`src/rtl/mc14500_pkg.sv`:
```
// Shared constants for the MC14500B ICU and its program sequencer:
// opcodes, ICU phase encoding, program-word field layout.
package mc14500_pkg;

    localparam logic [3:0] OPC_NOPO = 4'h0;
    localparam logic [3:0] OPC_LD   = 4'h1;
    localparam logic [3:0] OPC_LDC  = 4'h2;
    localparam logic [3:0] OPC_AND  = 4'h3;
    localparam logic [3:0] OPC_ANDC = 4'h4;
    localparam logic [3:0] OPC_OR   = 4'h5;
    localparam logic [3:0] OPC_ORC  = 4'h6;
    localparam logic [3:0] OPC_XNOR = 4'h7;
    localparam logic [3:0] OPC_STO  = 4'h8;
    localparam logic [3:0] OPC_STOC = 4'h9;
    localparam logic [3:0] OPC_IEN  = 4'hA;
    localparam logic [3:0] OPC_OEN  = 4'hB;
    localparam logic [3:0] OPC_JMP  = 4'hC;
    localparam logic [3:0] OPC_RTN  = 4'hD;
    localparam logic [3:0] OPC_SKZ  = 4'hE;
    localparam logic [3:0] OPC_NOPF = 4'hF;

    // ICU state_out encoding
    localparam logic ST_FETCH          = 1'b0;
    localparam logic ST_DECODE_EXECUTE = 1'b1;

    // Program word layout: opcode in the low nibble, operand above it
    localparam int OPC_LSB     = 0;
    localparam int OPC_W       = 4;
    localparam int OPERAND_LSB = 4;

    typedef enum logic [1:0] {
        PC_SEQ  = 2'd0,
        PC_JUMP = 2'd1,
        PC_POP  = 2'd2
    } pc_sel_e;

endpackage

```
`src/rtl/mc14500b_rstack.sv`:
```
// Return-address LIFO for the MC14500B sequencer, with sticky
// overflow/underflow flags. Push and pop are never requested together.
module mc14500b_rstack #(
    parameter int ADDR_W      = 8,
    parameter int STACK_DEPTH = 4
) (
    input  logic                           clk_in,
    input  logic                           rst,
    input  logic                           push,
    input  logic                           pop,
    input  logic [ADDR_W-1:0]              push_data,
    output logic [ADDR_W-1:0]              top,
    output logic                           empty,
    output logic                           ovf,
    output logic                           unf,
    output logic [$clog2(STACK_DEPTH):0]   sp
);

    localparam int PTR_W = $clog2(STACK_DEPTH);

    logic [ADDR_W-1:0] mem [STACK_DEPTH];
    logic [PTR_W:0]    sp_q;
    logic [PTR_W-1:0]  wr_idx;
    logic [PTR_W-1:0]  top_idx;
    logic              full;

    assign full    = (sp_q == (PTR_W+1)'(STACK_DEPTH));
    assign empty   = (sp_q == '0);
    assign wr_idx  = sp_q[PTR_W-1:0];
    // When full the low pointer bits wrap to 0, so minus one still lands on the last entry
    assign top_idx = sp_q[PTR_W-1:0] - 1'b1;
    assign top     = mem[top_idx];
    assign sp      = sp_q;

    always_ff @(posedge clk_in or posedge rst) begin
        if (rst) begin
            sp_q <= '0;
            ovf  <= 1'b0;
            unf  <= 1'b0;
        end else if (push) begin
            if (full) ovf  <= 1'b1;
            else      sp_q <= sp_q + 1'b1;
        end else if (pop) begin
            if (empty) unf  <= 1'b1;
            else       sp_q <= sp_q - 1'b1;
        end
    end

    // NOTE: the entry storage is deliberately left out of reset; with sp
    // cleared nothing above the pointer is ever read, so resetting it buys nothing.
    always_ff @(posedge clk_in) begin
        if (push && !full) mem[wr_idx] <= push_data;
    end

endmodule

```
`src/rtl/mc14500b_seq.sv`:
```
// Program sequencer for the MC14500B ICU: PC, opcode/operand split,
// JMP/RTN resolution with delay slot and a NOPF-marked call stack.
module mc14500b_seq
    import mc14500_pkg::*;
#(
    parameter int ADDR_W      = 8,
    parameter int STACK_DEPTH = 4
) (
    input  logic                           clk_in,
    input  logic                           rst,
    output logic [ADDR_W-1:0]              prog_addr,
    input  logic [4+ADDR_W-1:0]            prog_data,
    output logic [3:0]                     I,
    output logic [ADDR_W-1:0]              io_addr,
    input  logic                           icu_state,
    input  logic                           jmp,
    input  logic                           rtn,
    input  logic                           flgf,
    output logic                           stack_ovf,
    output logic                           stack_unf,
    output logic [$clog2(STACK_DEPTH):0]   sp_dbg
);

    logic [ADDR_W-1:0] pc_q;
    logic [ADDR_W-1:0] io_q;
    logic [ADDR_W-1:0] tgt_q;
    logic              call_pending_q;

    logic [ADDR_W-1:0] operand;
    logic [ADDR_W-1:0] pc_plus1;
    logic [ADDR_W-1:0] next_pc;
    logic [ADDR_W-1:0] stack_top;
    logic              stack_empty;
    logic              fetch_en;
    logic              push;
    logic              pop;
    pc_sel_e           pc_sel;

    assign fetch_en  = (icu_state == ST_FETCH);
    assign operand   = prog_data[OPERAND_LSB +: ADDR_W];
    assign I         = prog_data[OPC_LSB +: OPC_W];
    assign pc_plus1  = pc_q + 1'b1;
    assign prog_addr = pc_q;
    assign io_addr   = io_q;

    // NOTE: every output of this block is given a default before any branch,
    // so no path leaves a signal unassigned and no latch is inferred.
    always_comb begin
        pc_sel = PC_SEQ;
        push   = 1'b0;
        pop    = 1'b0;
        if (rtn) begin
            // rtn outranks jmp; an empty stack falls through to pc+1 and flags underflow
            pop    = fetch_en;
            pc_sel = stack_empty ? PC_SEQ : PC_POP;
        end else if (jmp) begin
            pc_sel = PC_JUMP;
            push   = fetch_en && call_pending_q;
        end
    end

    always_comb begin
        next_pc = pc_plus1;
        unique case (pc_sel)
            PC_JUMP: next_pc = tgt_q;
            PC_POP:  next_pc = stack_top;
            default: next_pc = pc_plus1;
        endcase
    end

    // NOTE: state registers use non-blocking assignments so every register
    // samples the pre-edge values (tgt_q must still hold the JMP operand here).
    always_ff @(posedge clk_in or posedge rst) begin
        if (rst) begin
            pc_q           <= '0;
            io_q           <= '0;
            tgt_q          <= '0;
            call_pending_q <= 1'b0;
        end else if (fetch_en) begin
            pc_q           <= next_pc;
            io_q           <= operand;
            tgt_q          <= operand;
            // A call marker lives exactly one fetch: the push consumes it or it lapses
            call_pending_q <= flgf;
        end
    end

    mc14500b_rstack #(
        .ADDR_W      (ADDR_W),
        .STACK_DEPTH (STACK_DEPTH)
    ) u_rstack (
        .clk_in    (clk_in),
        .rst       (rst),
        .push      (push),
        .pop       (pop),
        .push_data (pc_plus1),
        .top       (stack_top),
        .empty     (stack_empty),
        .ovf       (stack_ovf),
        .unf       (stack_unf),
        .sp        (sp_dbg)
    );

endmodule

```
`config.mk`:
```
export PLATFORM = sky130hd
export DESIGN_NAME = mc14500b_seq
export DESIGN_NICKNAME = d
export VERILOG_FILES = /design/src/rtl/mc14500_pkg.sv /design/src/rtl/mc14500b_rstack.sv /design/src/rtl/mc14500b_seq.sv
export SDC_FILE = /design/constraint.sdc
export NUM_CORES = 1
export LEC_CHECK = 0
export ABC_AREA = 1
export ABC_CLOCK_PERIOD_IN_PS = 3500
export CORE_ASPECT_RATIO = 1.5
export CORE_MARGIN = 5
export CORE_UTILIZATION = 51
export CTS_BUF_LIST = sky130_fd_sc_hd__clkbuf_16
export CTS_CLUSTER_DIAMETER = 80
export DETAILED_ROUTE_END_ITERATION = 6
export DONT_BUFFER_PORTS = 1
export PLACE_DENSITY = 0.62
export RECOVER_POWER = 25
export SLEW_MARGIN = 40
export SYNTH_ARGS = -nofsm -noshare
export SYNTH_HDL_FRONTEND = slang
export SYNTH_SLANG_ARGS = --single-unit
```
`constraint.sdc`:
```
create_clock -name clk_in -period 3.5 [get_ports clk_in]
set_input_delay 0.35 -clock clk_in [delete_from_list [all_inputs] [get_ports clk_in]]
set_output_delay 0.35 -clock clk_in [all_outputs]
set_load 0.01 [all_outputs]
```
-- Word-level counts from Yosys, hierarchy flattened
Memories as Yosys holds them, arrays and structs flattened.
Cells that the tools add are included.
- register bits: 22
- bits in writable memories: 32
- bits of input ports: 18
- output and inout bits: 25
- logic and storage cells: 39
- memories: 1
- $add $sub $neg: 4
- equality and inequality tests: 5
- multiplexer cells: 13
- bitwise gates (word level): 2
- reductions and logical operators: 8
- memories (name ; words ; bits a word ; rd ports ; clocked after memory_dff ; wr ports ; RTL line ; source):
    u_rstack.mem ; 4 ; 8 ; 1 ; 0 ; 1 ; mc14500b_rstack.sv:21 ; logic [ADDR_W-1:0] mem [STACK_DEPTH];
- operators with widths (cell ; number):
    8-bit case mux with 2 select lines ; 1
    3-bit two-way mux ; 4
    8-bit by 1-bit adder with 8-bit output, second input constant ; 1
    1-bit two-way mux ; 6
    3-bit AND reduction ; 2
    2-bit two-way mux ; 2
    3-bit by 1-bit adder with 3-bit output, second input constant ; 1
    3-bit equality test, second input constant ; 1
    3-bit logical NOT ; 1
    3-bit by 1-bit subtractor with 3-bit output, second input constant ; 1
    2-bit by 1-bit equality test with 1-bit output, second input constant ; 1
    2-bit equality test, second input constant ; 1
    1-bit logical AND ; 2
    2-bit by 1-bit inequality test with 1-bit output, second input constant ; 1
    2-bit inequality test, second input constant ; 1
    1-bit inverter ; 2
    2-bit AND reduction ; 1
    2-bit nonzero test ; 1
    2-bit by 1-bit subtractor with 2-bit output, second input constant ; 1
    1-bit logical NOT ; 1

-- Longest topological paths before layout
Gate-level depths: netlist of the first run.
- depth in word-level cells: 7
- gate-level depth with buffers: 12
- gate-level depth less buffers: 10

-- By module
Synthesis of the first run repeated with hierarchy kept, for this count alone.
- cells, all modules: 255
- area total of the unflattened synthesis: 2636.3 µm²
- by module, submodules not included (module ; instances ; cells an instance ; area an instance (µm²) ; seq. area each (µm²)):
    mc14500b_rstack ; 1 ; 122 ; 1629.1 ; 1086.0
    mc14500b_seq ; 1 ; 133 ; 1007.2 ; 425.4

-- Worst setup path before layout of the first run
Ideal clock, no wire load.
- kind: register to register
- start: register u_rstack.sp_q[0] (netlist: u_rstack.sp[0])
- end: memory u_rstack.mem[0][0] (enable)
- setup time: 0.370 ns
- arrival: 1.652 ns
- required time: 3.130 ns
- slack: 1.478 ns
- stages on the path, launching flop included: 9
- buffers on the path: 2
- period minus slack after synthesis: 2.022 ns
- path through: dfrtp_1 > buf_6 > inv_6 > buf_6 > ha_1 > inv_1 > nor2_1 > inv_1 > nor2_1
- longest elaborated chain between the ends: 5
- RTL lines (what ; RTL line ; source):
    from (decl) ; mc14500b_rstack.sv:22 ; logic [PTR_W:0] sp_q;
    from (signal assigned) ; mc14500b_rstack.sv:42 ; else sp_q <= sp_q + 1'b1;
    from (signal assigned) ; mc14500b_rstack.sv:45 ; else sp_q <= sp_q - 1'b1;
    3-bit equality test ; mc14500b_rstack.sv:27 ; assign full = (sp_q == (PTR_W+1)'(STACK_DEPTH));
    1-bit logical NOT ; mc14500b_rstack.sv:52 ; if (push && !full) mem[wr_idx] <= push_data;
    1-bit logical AND ; mc14500b_rstack.sv:52 ;
    1-bit two-way mux ; mc14500b_rstack.sv:52 ;
    1-bit two-way mux (not written as such) ; mc14500b_rstack.sv:52 ;
    to (decl) ; mc14500b_rstack.sv:21 ;
Parallel ways exist; a longest one is shown, timed or not.

-- Final worst setup path of the first run
- start: register u_rstack.sp_q[1] (netlist: u_rstack.sp[1])
- end: memory u_rstack.mem[0][0] (enable)
The elaborated chain is that of the path after synthesis.

==> results of run 1 <==
-- stage by stage --
step | instances | setup WS, ps | power [mW] | utilization (%)
after global placement | 351 | 1580 | 1.84 | 52.2
after CTS | 360 | 1450 | 2.31 | 55.1
final | 360 | 1480 | 2.28 | 55.1
after floorplan | 293 | 1480 | 1.60 | -
after detailed placement | 351 | 1470 | 1.84 | 52.2
after global routing | 360 | 1340 | 2.46 | 55.1
-- layout by cell type (no fill, tap or decap), types with 3 or more instances in the layout --
cell | Yosys | final
ha_1 | 5 | 5
nand2_2 | 6 | 6
dfrtp_1 | 22 | 22
inv_1 | 26 | 26
a21oi_1 | 4 | 4
nand2_1 | 110 | 110
nand3b_1 | 3 | 3
clkbuf_16 | 0 | 5
inv_2 | 4 | 4
nand3_1 | 22 | 22
a21oi_2 | 3 | 3
nor2_1 | 18 | 18
o21ai_0 | 7 | 7
edfxtp_1 | 32 | 32
nor2_2 | 4 | 4
-- power by group through the flow --
stage	logic [mW]	registers, mW	clock network (mW)
finish	0.820	0.996	0.465
global route	0.946	1.01	0.504
CTS	0.835	0.998	0.477
detailed placement	0.831	1.01	0
global placement	0.832	1.01	0
floorplan	0.632	0.972	0
-- logic make-up (layout without fill, tap and decap cells) --
kind of cell / Yosys count / in the layout
AO/OA/AOI/OAI: 17 / 17
XOR/XNOR: 2 / 2
adder cells (fa/ha/maj): 6 / 6
buffers and inverters: 42 / 41
flip-flops: 54 / 54
AND/OR/NAND/NOR: 172 / 172
-- worst max path at each step --
stage / slack (ps) / endpoint / startpoint
after floorplan: 1480 / u_rstack.mem[0][0] / u_rstack.sp[0]
after global placement: 1580 / u_rstack.mem[0][6] / u_rstack.sp[1]
after global routing: 1340 / u_rstack.mem[0][6] / u_rstack.sp[1]
after detailed placement: 1470 / u_rstack.mem[0][4] / u_rstack.sp[1]
final: 1480 / u_rstack.mem[0][0] / u_rstack.sp[1]
after CTS: 1450 / u_rstack.mem[0][4] / u_rstack.sp[1]
-- registers in the layout, indices dropped and copies added, names as in the netlist --
register / cells
call_pending_q: 1
u_rstack.sp: 3
u_rstack.ovf: 1
tgt_q: 8
u_rstack.unf: 1
prog_addr: 8
u_rstack.mem: 32
-- what timing repair did --
| item | in CTS | in global routing |
|---|---|---|
| hold buffers | 1 | 0 |
| hold endpoints to repair | 22 | 0 |
| setup endpoints to repair | 0 | 0 |
| setup buffers | 0 | 0 |
-- layout make-up --
class	count	area, um2	share of cell area, %
Inverter	31	121	4.30
Tap cell	68	85.1	3.01
Multi-Input combinational cell	197	948	33.6
Sequential cell	54	1510	53.5
Clock buffer	5	125	4.43
Clock inverter	3	16.3	0.576
Timing Repair Buffer	2	17.5	0.620
-- layer usage --
metal	GRT usage (%)	vias up	wire length (um)
met5	0	-	0
met4	7.81	0	169
met3	5.25	13	303
met2	33.1	52	3110
met1	23.1	839	2280
li1	-	923	-
==> flow_metrics.tcl, run 1 <==
set metrics [dict create \
    status "completed" \
    start_kind "register" \
    whs_endpoint "tgt_q[6]" \
    synthMuxAreaShare_pct 0 \
    holdPathStages 2 \
    period_minus_slack_ps 2020 \
    synth_ff_type "edfxtp_1" \
    hold_path.startpoint "prog_data[10]" \
    critPathRequiredTime_ps 3420 \
    synth_cell_types 31 \
    ir_worst_vdd_mv 0.459 \
    drt_iter0_drc 48 \
    cp_cell_sequence "inv_1, ha_1, inv_1, nor2_1, inv_1, nor2_1" \
    design.portCount 43 \
    core_area_um2 5120 \
    synthAdderAreaFrac_pct 3.10 \
    synth_top_family_by_area "simple AND/OR/NAND/NOR gates" \
    leakagePower_nw 1.26 \
    crit_fanout 8 \
    port-buffer-count 0 \
    synth_top_area_cell "edfxtp_1" \
    yosysTopAreaCellShare_pct 36.1 \
    cts_sinks 54 \
    max_stage_delay_ps 500 \
    rsz0062_at_grt "false" \
    synth_edf_count 32 \
    die_h_um 98.5 \
    drt-pass1-iter-count 4 \
    max_slew_margin_pct 42.6 \
    ff2ff_setup_slack_ps 1480 \
    synth_xor_area_share_pct 0.658 \
    syn_inst 293 \
    yosys_warnings 0 \
    ant_nets 0 \
    fin_crit_sh_pct 57.7 \
    rows 32 \
    antenna_found_initial 0 \
    r2r_end "u_rstack.mem[0][0]" \
    drc 0 \
    wl_per_cell_um 16.3 \
    grt_max_degree 25 \
    clk_latency_ps 280 \
    cpMostUsedCell "inv_1" \
    avgSynthCellArea_um2 9.09 \
    pwr-share-comb_pct 36.0 \
    reg2regPathDepth 6 \
    hold_viol_final 0 \
    worst_ep_arrival_time_ps 1940 \
    slew_viol_final 0 \
    synthArstFlopShare_pct 40.7 \
    h-tree-depth 2 \
    numCtsBuffers 5 \
    synth.most_common_cell "nand2_1" \
    worstSetupEndpointType "register" \
    synth_area_um2 2660 \
    grt_overflow 0 \
    switching_power_mw 0.933 \
    clkSlewWorstSetupHoldPaths_ps 70 \
    max_freq_mhz 495 \
    drive_gt1_share_pct 10.3 \
    post_dp_cell_area_um2 2670 \
    routed_wl_mm 5.86 \
    fillers 512 \
    grt_pass1_wl_mm 9.67 \
    swShare_pct 40.9 \
    crit_family "simple AND/OR/NAND/NOR gates" \
    grt.total_usage_pct 19.6 \
    hp-class "in -> reg" \
    path_buf_inv 3 \
    root_buffer "clkbuf_16" \
    ys_top_cells_by_area "edfxtp_1 (36%), dfrtp_1 (21%), nand2_1 (16%)" \
    gp_congestion 0.959 \
    n_antenna_cell 0 \
    clock_skew_ps 3.44 \
    p_seq_share_pct 43.7 \
    hold_slack_ps 177 \
    intPower_mw 1.35 \
    worst-setup-path-type "reg -> reg" \
    yosysSeqAreaShare_pct 56.8 \
    post_cts_resized 0 \
    p_per_area_nw_per_um2 807 \
    areaGrowthSynthToFinish_pct 6.11 \
    cpMaxStageDelayCell "nor2_1" \
    setup_tns_ps 0 \
    cts_buffer_depth 2 \
    layout.nets 315 \
    synth-seq-cells 54 \
    worst_pin_slew_ps 860 \
    synth_compound_area_share_pct 3.81 \
    clock_power_share_pct 20.4 \
    die_width_um 69.0 \
    vias 1827 \
    die_area_um2 6800 \
    r2r_start "u_rstack.sp[1]" \
    synth_top_cells_by_count "nand2_1 (110), edfxtp_1 (32), inv_1 (26)" \
    dp_hpwl_mm 4.52 \
    crit_cells 6 \
    yosys.area_share.simple_pct 28.1 \
    grt_pass1_vias 1878 \
    finalSetupViolations 0 \
    synth_fp_nets 317 \
    start_util_pct 52.0 \
    cts_tree "yes" \
    postLayoutCellArea_um2 2830 \
    cap_violations 0 \
    vias_per_cell 5.08 \
]
(Power assumes the default switching activity.)
==> run 2: changes to the inputs <==
--- a/config.mk
+++ b/config.mk
@@ -5,8 +5,8 @@
 export SDC_FILE = /design/constraint.sdc
 export NUM_CORES = 1
 export LEC_CHECK = 0
-export ABC_AREA = 1
-export ABC_CLOCK_PERIOD_IN_PS = 3500
+export ABC_AREA = 0
+export ABC_CLOCK_PERIOD_IN_PS = 1900
 export CORE_ASPECT_RATIO = 1.5
 export CORE_MARGIN = 5
 export CORE_UTILIZATION = 51
==> constraint.sdc (replaced) <==
create_clock -name clk_in -period 1.9 [get_ports clk_in]
set_input_delay 0.19 -clock clk_in [delete_from_list [all_inputs] [get_ports clk_in]]
set_output_delay 0.19 -clock clk_in [all_outputs]
set_load 0.01 [all_outputs]
==> run 2 against run 1 <==
  * Area after synthesis fell by 6.7%
  * Clock power rose by 91%
  * Sequential share of layout area grew 2.1 points
  * Hold slack lost 150 ps
  * Via count decreased by 24%
  * Combinational power grew 57%
==> flow_metrics.tcl, run 2 <==
set metrics [dict create \
    status "completed" \
    wl_per_cell_um 19.3 \
    wl_met3_um 266 \
    yosys_warnings 0 \
    met1_length_mm 1.90 \
    r2r_start "prog_addr[1]" \
    dp_hpwl_mm 3.42 \
    cts_tree "yes" \
    finalSetupViolations 0 \
    grt_pass1_wl_mm 7.72 \
    leakagePower_nw 0.976 \
    core_area_um2 4770 \
    numCtsBuffers 5 \
    fin_ws_ps 168 \
    synth_cell_types 41 \
    clock_skew_ps 4.28 \
    design.portCount 43 \
    top_register "u_rstack.mem" \
    avgSynthCellArea_um2 14.6 \
    ant_nets 0 \
    slew_viol_final 0 \
    rsz0062_at_grt "false" \
    dr_wl_met2_mm 2.34 \
    drc 0 \
    worst_pin_slew_ps 816 \
    highest_layer "met4" \
    setup_tns_ps 0 \
    n_antenna_cell 0 \
    yosysTopAreaCellShare_pct 38.7 \
    die_width_um 67.0 \
    final_common_cell "edfxtp_1" \
    clkSlewWorstSetupHoldPaths_ps 70 \
    synth_area_um2 2480 \
    worstSetupEndpointType "register" \
    cts_buffer_depth 2 \
    worst-setup-path-type "reg -> reg" \
    root_buffer "clkbuf_16" \
    synth_edf_count 32 \
    grt_overflow 0 \
    grt.total_usage_pct 16.4 \
    hold_viol_final 0 \
    fin_util_pct 57.0 \
    fillers 397 \
    drt-pass1-iter-count 4 \
    critPathRequiredTime_ps 1980 \
    h-tree-depth 2 \
    max_freq_mhz 577 \
    largest_register_ff_count 32 \
    synth-seq-cells 54 \
    cap_violations 0 \
    clk_latency_ps 290 \
    r2r_end "u_rstack.mem[0][6]" \
    ff2ff_setup_slack_ps 170 \
    routed_wl_mm 4.61 \
    start_kind "register" \
    p_per_area_nw_per_um2 1480 \
    cts_sinks 54 \
    period_minus_slack_ps 1730 \
    hold_path.startpoint "icu_state" \
    ir_worst_vdd_mv 0.866 \
    drt_iter0_drc 32 \
    synth_ff_type "edfxtp_1" \
    synth_fp_nets 194 \
    vias 1393 \
    synth_top_cells_by_count "edfxtp_1 (32), dfrtp_1 (22), inv_1 (10)" \
    yosysSeqAreaShare_pct 60.8 \
    areaGrowthSynthToFinish_pct 9.42 \
    cts_setup_buffers 0 \
    synth_top_area_cell "edfxtp_1" \
    crit_fanout 5 \
    synthArstFlopShare_pct 40.7 \
    die_h_um 95.5 \
    port-buffer-count 0 \
    ys_top_cells_by_area "edfxtp_1 (39%), dfrtp_1 (22%), mux4_2 (7.3%)" \
    max_slew_margin_pct 45.5 \
    start_util_pct 52.1 \
    worst_ep_arrival_time_ps 1810 \
    grt_pass1_vias 1527 \
    hp-class "in -> reg" \
    dp_slack_ps 54.3 \
    syn_inst 170 \
    whs_endpoint "prog_addr[4]" \
    synth.most_common_cell "edfxtp_1" \
    rows 31 \
    grt_max_degree 25 \
    vias_per_cell 5.83 \
    drive_gt1_share_pct 24.3 \
    reg2regPathDepth 4 \
    holdPathStages 1 \
    antenna_found_initial 0 \
    fin_crit_sh_pct 91.2 \
    die_area_um2 6400 \
    gp_congestion 0.775 \
    layout_common_cells "edfxtp_1 (32), dfrtp_1 (21), inv_1 (10)" \
    layout.nets 196 \
]
==> run 2: changes by cell type after synthesis, sizes merged, moves of 4 or more <==
| cell | previous run | this run |
|---|---|---|
| o21ai | 8 | 1 |
| mux2 | 0 | 10 |
| xnor2 | 0 | 6 |
| mux4 | 0 | 8 |
| inv | 31 | 11 |
| nor2 | 23 | 3 |
| nand3 | 23 | 5 |
| a2bb2oi | 0 | 4 |
| nand2 | 117 | 7 |
==> run 2: metrics by stage <==
stage / instances / power (mW) / cell area [um2] / hold slack, ps
2_1_floorplan: 170 / 2.80 / 2490 / 179
3_3_place_gp: 229 / 3.08 / 2540 / 271
3_5_place_dp: 229 / 3.14 / 2540 / 286
4_1_cts: 238 / 4.04 / 2700 / 2.19
5_1_grt: 239 / 4.26 / 2720 / 27.6
6_report: 239 / 4.02 / 2720 / 27.1
==> run 2: worst max-delay path by stage <==
stage / depth (start not counted) / slack (ps) / start / end
CTS: 6 / 20 / u_rstack.sp[0] / prog_addr[3]
floorplan: 8 / 8 / u_rstack.sp[0] / prog_addr[3]
global placement: 4 / 150 / u_rstack.sp[0] / u_rstack.mem[0][6]
global route: 4 / 20 / prog_addr[1] / u_rstack.mem[0][6]
finish: 4 / 170 / prog_addr[1] / u_rstack.mem[0][6]
detailed placement: 6 / 50 / u_rstack.sp[0] / prog_addr[3]
==> run 2: power breakdown <==
part / internal, mW / switching, mW / leakage (nW)
sequential: 1.57 / 0.269 / 0.543
combinational: 0.583 / 0.707 / 0.363
clock: 0.488 / 0.399 / 0.0698
==> run 2: layout make-up <==
type,instances,area (um2),area share [%]
flip-flops and latches,54,1510,55.6
repair buffers,7,57.6,2.12
inverters,11,43.8,1.61
well taps,66,82.6,3.04
clock buffers,5,125,4.60
clock inverters,3,21.3,0.782
multi-input cells,93,876,32.2
==> run 2: what timing repair did <==
| item | 4_1_cts | 5_1_grt |
|---|---|---|
| hold buffers | 1 | 1 |
| hold endpoints to repair | 22 | 1 |
| setup endpoints to repair | 0 | 16 |
| resized for setup | 0 | 4 |
==> run 2: metal layers <==
layer	up-vias	track usage, %
li1	639	-
met5	-	0
met1	697	20.9
met2	47	26.1
met4	0	6.60
met3	10	4.72
==> run 2: critical path: stages, from the launching register on <==
cell and delay [ps]:
dfrtp_1 460, ha_1 230, nand3_1 190, or2_2 360, xnor2_1 280
==> run 2: cell families after synthesis <==
logic type	share of synthesized area, %
flops	60.8
compound gates	9.97
simple gates	6.80
buf+inv	4.48
mux	11.8
xor+xnor	2.82
fa+ha+maj	3.32
==> run 3: changes to the inputs <==
--- a/config.mk
+++ b/config.mk
@@ -9,12 +9,12 @@
 export ABC_CLOCK_PERIOD_IN_PS = 1900
 export CORE_ASPECT_RATIO = 1.5
 export CORE_MARGIN = 5
-export CORE_UTILIZATION = 51
+export CORE_UTILIZATION = 60
 export CTS_BUF_LIST = sky130_fd_sc_hd__clkbuf_16
 export CTS_CLUSTER_DIAMETER = 80
 export DETAILED_ROUTE_END_ITERATION = 6
 export DONT_BUFFER_PORTS = 1
-export PLACE_DENSITY = 0.62
+export PLACE_DENSITY = 0.72
 export RECOVER_POWER = 25
 export SLEW_MARGIN = 40
 export SYNTH_ARGS = -nofsm -noshare
==> run 3 against run 2 <==
  * Via count increased by 1.0%
  * Combinational power about the same
  * Core utilization increased by 11 points
  * Maximum frequency decreased by 2.3%
  * Setup slack got worse by 41 ps
  * Final cell count decreased by 9.6%
  * Critical path depth increased by 2
  * Critical endpoint is now prog_addr[3]
  * Register-to-register slack got worse by 40 ps
  * Hold slack got worse by 15 ps
  * Design area decreased by 0.83%
  * Die area decreased by 13%
  * Count of clock-buffer cells in the layout unchanged
==> flow_metrics.tcl, run 3 (synthesized netlist as in run 2, its figures left out) <==
set metrics [dict create \
    drive_gt1_share_pct 24.0 \
    max_freq_mhz 564 \
    slew_viol_final 0 \
    p_per_area_nw_per_um2 1520 \
    die_width_um 62.5 \
    worst_pin_slew_ps 818 \
    port-buffer-count 0 \
    cp_cell_sequence "inv_1, ha_2, nand2b_2, a2111oi_1, a21oi_1, o221ai_1" \
    cts_buffer_depth 2 \
    drt_iter0_drc 70 \
    cts_tree "yes" \
    fillers 302 \
    dp_hpwl_mm 3.36 \
    cap_violations 0 \
    die_h_um 88.8 \
    numCtsBuffers 5 \
    grt_pass1_vias 1531 \
    antenna_found_initial 0 \
    crit_fanout 8 \
    hold_slack_ps 12.3 \
    clock_skew_ps 2.37 \
    worstSetupEndpointType "register" \
    finalSetupViolations 0 \
    design.portCount 43 \
    final_common_cell "edfxtp_1" \
    hold_viol_final 0 \
    clk_latency_ps 280 \
    vias_per_cell 6.51 \
    layout.nets 194 \
    rows 28 \
    grt.total_usage_pct 17.9 \
    grt_overflow 0 \
    core_area_um2 3990 \
    start_util_pct 62.2 \
    clkSlewWorstSetupHoldPaths_ps 60 \
    wl_per_cell_um 21.0 \
    worst-setup-path-type "reg -> reg" \
    grt_pass1_wl_mm 7.71 \
    rsz0062_at_grt "false" \
    n_antenna_cell 0 \
    areaGrowthSynthToFinish_pct 8.51 \
    cts_setup_buffers 0 \
    die_area_um2 5560 \
    gp_congestion 0.806 \
    routed_wl_mm 4.54 \
    cpMaxStageDelayCell "a2111oi_1" \
    drc 0 \
    setup_tns_ps 0 \
    vias 1407 \
    leakagePower_nw 0.984 \
    top_register "u_rstack.mem" \
    cts_sinks 54 \
    worst_ep_arrival_time_ps 1960 \
    layout_common_cells "edfxtp_1 (32), dfrtp_1 (21), inv_1 (10)" \
    h-tree-depth 2 \
    max_stage_delay_ps 450 \
    root_buffer "clkbuf_16" \
    period_minus_slack_ps 1770 \
    start_kind "register" \
    ant_nets 0 \
    critPathRequiredTime_ps 2090 \
    hp-class "in -> reg" \
    largest_register_ff_count 32 \
    ir_worst_vdd_mv 1.07 \
    drt-pass1-iter-count 4 \
    status "completed" \
    max_slew_margin_pct 45.4 \
    fin_crit_sh_pct 93.3 \
    grt_max_degree 25 \
]
==> run 3: cell type report <==
class	instances	area, um2	share of cell area, %
clock inverter	3	40.0	1.48
sequential	54	1510	56.1
clock buffer	5	125	4.64
multi-input combinational	93	878	32.6
inverter	11	43.8	1.62
tap	45	56.3	2.09
timing repair buffer	5	40.0	1.48
==> run 3: routing by layer <==
layer / up-vias / part of all wire (%) / wire [um] / GRT usage [%]
met3: 6 / 5.5 / 248 / 4.83
met5: - / 0 / 0 / 0
met1: 714 / 42 / 1900 / 22.2
li1: 641 / - / - / -
met2: 46 / 51 / 2330 / 30.2
met4: 0 / 1.3 / 61 / 6.76
==> run 3: path summary, 6_finish.rpt <==
kind / startpoint / to / slack, ps / cells after the start
worst min register to register: call_pending_q / call_pending_q / 510 / 1
worst min-delay path: icu_state / prog_addr[0] / 10 / 1
max in group asynchronous: rst / u_rstack.sp[0] / 830 / 2
worst max-delay path: u_rstack.sp[0] / prog_addr[3] / 130 / 6
worst max register to register: u_rstack.sp[0] / prog_addr[3] / 130 / 6
min in group asynchronous: rst / tgt_q[4] / 500 / 2
==> run 3: repair_timing <==
action,4_1_cts,5_1_grt
setup endpoints to repair,1,6
hold buffers,1,0
pin swaps,0,0
gates resized for setup,1,3
endpoints found under the hold margin,22,0
==> run 3: report_power, final <==
group / internal, mW / leakage, nW / switching [mW]
Sequential: 1.57 / 0.543 / 0.281
Clock: 0.615 / 0.0797 / 0.370
Combinational: 0.575 / 0.361 / 0.695
==> run 3: per-stage QoR <==
step           worst slack, ps  utilization (%)  power [mW]  instances  instance area, um2
3_5_place_dp              25.1             62.8        3.12        207                2510
6_report                   127             67.5        4.11        216                2700
3_3_place_gp               157             62.8        3.06        207                2510
4_1_cts                   73.7             67.2        4.12        216                2690
5_1_grt                   40.8             67.5        4.36        216                2700
2_1_floorplan             7.65                -        2.80        170                2490
==> run 3: critical path: cells and delay by family (launching register included) <==
kind	cells	cell delay (ps)
adders and majority gates	1	280
AOI/OAI and AO/OA	3	740
DFF	1	400
buffers and inverters	1	110
and+or+nand+nor	1	160
